### src/rtl/range_sum_unit.sv
// Purpose: loop kernel computing return_val = sum of f(i), i = 0..n-1, with selectable term function.
// Latency: n+2 cycles from an accepted start to the done pulse; one term is accumulated per cycle.
// Backpressure: none; start is honoured only in IDLE, abort only in LOOP, and neither is queued.
module range_sum_unit #(
    parameter int WIDTH     = 32,
    parameter int ACC_WIDTH = 32
) (
    input  logic                 sys_clk,
    input  logic                 sys_rst,
    input  logic                 start,
    input  logic                 abort,
    input  logic [1:0]           mode,
    input  logic [WIDTH-1:0]     n,
    output logic                 busy,
    output logic                 done,
    output logic [ACC_WIDTH-1:0] return_val,
    output logic                 overflow
);

    typedef enum logic [1:0] {
        ST_IDLE = 2'd0,
        ST_LOOP = 2'd1,
        ST_DONE = 2'd2
    } state_t;

    localparam int MSB = ACC_WIDTH - 1;

    state_t               state_q, state_d;
    logic [WIDTH-1:0]     i_q, i_d;
    logic [WIDTH-1:0]     n_q, n_d;
    logic [1:0]           mode_q, mode_d;
    logic [ACC_WIDTH-1:0] acc_q, acc_d;
    logic                 ovf_acc_q, ovf_acc_d;
    logic [ACC_WIDTH-1:0] ret_q, ret_d;
    logic                 ovf_q, ovf_d;
    logic                 busy_q, busy_d;
    logic                 done_q, done_d;

    // Term datapath signals
    logic [ACC_WIDTH-1:0] i_ext;
    logic [2*WIDTH-1:0]   i_wide;
    logic [2*WIDTH-1:0]   sq;
    logic [ACC_WIDTH-1:0] term;
    logic                 term_big;
    logic                 signed_mode;
    logic [ACC_WIDTH:0]   sum_ext;
    logic                 add_sovf;
    logic                 term_ovf;

    // Term f(i) for the registered mode, the candidate accumulate and its overflow flag
    always_comb begin
        i_ext       = ACC_WIDTH'(i_q);
        i_wide      = (2*WIDTH)'(i_q);
        sq          = i_wide * i_wide;
        term        = i_ext;
        term_big    = 1'b0;
        signed_mode = 1'b0;
        case (mode_q)
            2'b01: begin
                // Square is formed at full 2*WIDTH precision; any bit above the
                // accumulator width is a lost term and counts as overflow.
                term     = sq[ACC_WIDTH-1:0];
                term_big = ((sq >> ACC_WIDTH) != '0);
            end
            2'b10: begin
                // Alternating sign: odd indices are subtracted in two's complement.
                term        = i_q[0] ? ('0 - i_ext) : i_ext;
                signed_mode = 1'b1;
            end
            default: begin
                // Mode 11 is reserved and deliberately aliases the identity term.
                term = i_ext;
            end
        endcase
        sum_ext  = {1'b0, acc_q} + {1'b0, term};
        add_sovf = (acc_q[MSB] == term[MSB]) && (sum_ext[MSB] != acc_q[MSB]);
        term_ovf = signed_mode ? add_sovf : (sum_ext[ACC_WIDTH] | term_big);
    end

    // State register
    always_ff @(posedge sys_clk) begin
        if (sys_rst) begin
            state_q <= ST_IDLE;
        end else begin
            state_q <= state_d;
        end
    end

    // Next-state logic; abort outranks loop termination
    always_comb begin
        state_d = state_q;
        case (state_q)
            ST_IDLE: begin
                if (start) begin
                    state_d = ST_LOOP;
                end
            end
            ST_LOOP: begin
                if (abort) begin
                    state_d = ST_IDLE;
                end else if (i_q == n_q) begin
                    state_d = ST_DONE;
                end
            end
            ST_DONE: begin
                state_d = ST_IDLE;
            end
            default: begin
                state_d = ST_IDLE;
            end
        endcase
    end

    // Datapath and output next values; i is compared before it is incremented so it never wraps
    always_comb begin
        i_d       = i_q;
        n_d       = n_q;
        mode_d    = mode_q;
        acc_d     = acc_q;
        ovf_acc_d = ovf_acc_q;
        ret_d     = ret_q;
        ovf_d     = ovf_q;
        case (state_q)
            ST_IDLE: begin
                if (start) begin
                    n_d       = n;
                    mode_d    = mode;
                    i_d       = '0;
                    acc_d     = '0;
                    ovf_acc_d = 1'b0;
                end
            end
            ST_LOOP: begin
                if (!abort) begin
                    if (i_q == n_q) begin
                        ret_d = acc_q;
                        ovf_d = ovf_acc_q;
                    end else begin
                        acc_d     = sum_ext[ACC_WIDTH-1:0];
                        i_d       = i_q + WIDTH'(1);
                        ovf_acc_d = ovf_acc_q | term_ovf;
                    end
                end
            end
            default: begin
                i_d = i_q;
            end
        endcase
        busy_d = (state_d != ST_IDLE);
        done_d = (state_q == ST_DONE);
    end

    // Datapath and output registers
    always_ff @(posedge sys_clk) begin
        if (sys_rst) begin
            i_q       <= '0;
            n_q       <= '0;
            mode_q    <= '0;
            acc_q     <= '0;
            ovf_acc_q <= 1'b0;
            ret_q     <= '0;
            ovf_q     <= 1'b0;
            busy_q    <= 1'b0;
            done_q    <= 1'b0;
        end else begin
            i_q       <= i_d;
            n_q       <= n_d;
            mode_q    <= mode_d;
            acc_q     <= acc_d;
            ovf_acc_q <= ovf_acc_d;
            ret_q     <= ret_d;
            ovf_q     <= ovf_d;
            busy_q    <= busy_d;
            done_q    <= done_d;
        end
    end

    assign busy       = busy_q;
    assign done       = done_q;
    assign return_val = ret_q;
    assign overflow   = ovf_q;

endmodule

### config.mk
export PLATFORM = sky130hd
export DESIGN_NAME = range_sum_unit
export DESIGN_NICKNAME = d
export VERILOG_FILES = /design/src/rtl/range_sum_unit.sv
export SDC_FILE = /design/constraint.sdc
export NUM_CORES = 2
export LEC_CHECK = 0
export BUFFER_PORTS_ARGS = -buffer_cell sky130_fd_sc_hd__buf_2
export CAP_MARGIN = 20
export CORE_UTILIZATION = 43
export DETAILED_ROUTE_END_ITERATION = 8
export SLEW_MARGIN = 10
export SYNTH_ARGS = -nofsm -noshare
export SYNTH_HDL_FRONTEND = slang
export SYNTH_SLANG_ARGS = --single-unit
### constraint.sdc
create_clock -name sys_clk -period 10.75 [get_ports sys_clk]
set_clock_uncertainty 0.15 [all_clocks]
set_input_delay 0 -clock sys_clk [delete_from_list [all_inputs] [get_ports sys_clk]]
set_output_delay 0 -clock sys_clk [all_outputs]
set_load 0.01 [all_outputs]
==> run metrics <==
status=finished, final reports clean; synthesized area per cell=9.01 um^2; Reg power frac=40.5%; Synth Warn #=0; Synthesized Nets=5252; CP max-delay cell=dfxtp_1; reported net switching power=~0.4 mW; Worst Hold Class=in -> reg; Net Sw Frac=a little under a third; CTS tree=built; final net count=5293; final hold vios=0; vias in the first global route=about 30000; Clk pin slew, worst setup/hold paths=~0.07 ns; Final Instance Area=~40000 um^2; Chip Width=294 um; WL/cell=22.2 um; routability cong.=0.951; Slew @ Worst Pin=around 0.99 ns; Routed WL=about 120000 um; ANT nets after route=0; total chip power=between 1 and 1.5 mW; Cell Area, Placed=between 30000 and 40000 um^2; Worst Path Buf+Inv=6; WP data arrival=9.97 ns; final core occ=47.2%; Initial Util=43.7%; Worst setup SP type=register; final setup TNS=0 ns; Overflow after GRT=0; period utilisation layout=91.1%; ANT cells=0; clk_lat worst skew=around 0.46 ns; DR pass1 iterations=5; P_leak=roughly 19 nW; Critical Path Fanout Max=20; Gate power share=a little under an eighth; number of max-cap violations=0; RSZ-0062 raised after global routing=false; PortBufs=72; post-synth cell types=85; Core Area=between 80000 and 90000 um^2; Cell Pwr Density=between 30 and 40 nW/um^2; clock buffer depth=2; worst IR drop on VDD=~0.11 mV; Clk pwr share=approximately 48%; post-DP HPWL=approximately 95000 um; CP delay by family, top=adder cells; Setup CP Type=reg -> reg; Worst setup EP type=register; die height=294 um; critical path required time=10.93 ns; Synth Cell Area=between 30000 and 40000 um^2; vias after detailed routing=approximately 28000; Die ar.=roughly 87000 um^2; CTS buffer count=17; post-cts sizing count=0; largest net degree at the start of global routing=approximately 70; Clk Tree Root Cell=clkbuf_16; Rel. slew slack=roughly a third; Slew Limit Fails=0; fin crit period=between 9 and 10 ns; # DRC=0; CTS sink cnt=between 100 and 150; initial DRC count=roughly 2100; Gate Count Post-Synth=about 4000; first-pass GRT wire length=182000 um; Seq/Total Area, Yosys=7.40%; Int Power=slightly below 0.9 mW; most frequent cells in the layout=inv_1, fa_1, nand2_1, nor2_1, ha_1; largest stage delay on the critical path=0.86 ns; EDFF count, synth=0; Main synth FF type=dfxtp_1; Via-to-Cell Ratio=5.36; asr flop ratio synth=0%; most used cell, CP=fa_1; I/O pins=73; initial antenna violation count=3; H-tree depth=4; area grow syn2layout=7.85%; post-CTS setup buffer count=0; layout cells sized above 1=under 10%; fmax=a little over 0.1 GHz; gr usage total=28.1%; Site Rows=approximately 110; final setup vio count=0; Seq cells post-synth=136; commonest non-fill, non-tap cell in the layout=inv_1
==> power by group through the flow <==
stage | Clock, mW | Combinational, mW | Sequential, mW
2_1_floorplan | 0 | 0.0869 | 0.531
3_3_place_gp | 0 | 0.130 | 0.534
3_5_place_dp | 0 | 0.130 | 0.534
4_1_cts | 0.625 | 0.147 | 0.522
5_1_grt | 0.643 | 0.164 | 0.523
6_report | 0.616 | 0.152 | 0.522
==> through the flow <==
step | setup slack (ns) | hold slack [ns] | instances
2_1_floorplan | 1.83 | -0.0140 | 4081
3_3_place_gp | 0.990 | 0.0911 | 5178
3_5_place_dp | 0.992 | 0.104 | 5179
4_1_cts | 0.927 | 0.0530 | 5268
5_1_grt | 0.293 | 0.102 | 5269
6_report | 0.958 | 0.0883 | 5269
==> worst reg2reg max path, delay by kind of cell, from the launching register on <==
family	cells	cell delay, ns
AO/OA/AOI/OAI	16	3.10
XOR/XNOR	2	0.29
adder cells (fa/ha/maj)	10	4.24
buffers and inverters	6	0.61
flip-flops	1	0.86
AND/OR/NAND/NOR	3	0.40
==> registers in the layout, summed over array words and instances, names as in the netlist <==
name	count
acc_q	32
busy	1
done	1
i_ext	32
mode_q	2
n_q	32
overflow	1
ovf_acc_q	1
return_val	32
state_q	2
==> what timing repair did <==
action | in CTS | in global routing
endpoints found under the setup margin | 0 | 0
hold endpoints to repair | 50 | 0
hold buffers | 57 | 0
==> cells in the mapped netlist, drive strengths merged (5+ instances only) <==
library cell	n	share of area, %
inv	879	9.0
fa	813	44
nand2	365	3.7
nor2	328	3.3
ha	320	11
a21oi	186	2.5
and2	163	2.8
clkbuf	147	1.5
dfxtp	136	7.4
xnor2	108	2.6
o21ai	89	1.2
a21o	43	0.88
buf	42	0.51
xor2	41	0.98
mux2i	38	1.0
nand4	38	0.65
nor3	35	0.52
nand3	30	0.42
a22oi	19	0.39
o21a	18	0.37
nor4	16	0.35
a221oi	15	0.36
or3	15	0.26
a211oi	14	0.30
o31ai	14	0.34
nand2b	13	0.22
nor2b	13	0.22
a21boi	11	0.22
o211ai	11	0.22
clkinv	10	0.10
o22ai	10	0.19
or2	10	0.17
and3	9	0.15
o21bai	9	0.18
a31oi	7	0.12
nor3b	7	0.14
a211o	5	0.12
and4	5	0.12
==> cells by family (layout without fill, tap and decap cells) <==
kind of cell / Yosys count / count (layout) / share of synthesized area, %
fa+ha+maj: 1133 / 1133 / 55.1
buf+inv: 1078 / 1132 / 11.1
simple gates: 1062 / 1062 / 13.4
compound gates: 481 / 481 / 8.23
xor+xnor: 149 / 149 / 3.55
flops: 136 / 136 / 7.40
mux: 42 / 42 / 1.16
==> routing by layer <==
metal / GRT usage, % / part of all wire (%) / vias up
met1: 37.7 / 41 / 14400
met2: 47.0 / 48 / 988
li1: - / - / 12600
met5: 0 / 0 / -
met3: 4.13 / 7.3 / 212
met4: 8.49 / 3.5 / 0
==> layout make-up <==
type                            count  area, um^2
Fill cell                        8182       44400
Tap cell                         1134        1420
Clock buffer                       17         425
Sequential cell                   136        2730
Timing Repair Buffer              211        1580
Clock inverter                     15         178
Multi-Input combinational cell   2867       30000
Inverter                          889        3340
==> worst paths after layout <==
check / start / endpoint / slack (ns) / depth (start not counted)
max: i_ext[4] / acc_q[29] / 0.96 / 37
min reg2reg: state_q[0] / done / 0.30 / 1
max reg2reg: i_ext[4] / acc_q[29] / 0.96 / 37
min: abort / acc_q[10] / 0.09 / 5
No activity file was read; power rests on OpenSTA's default activity.
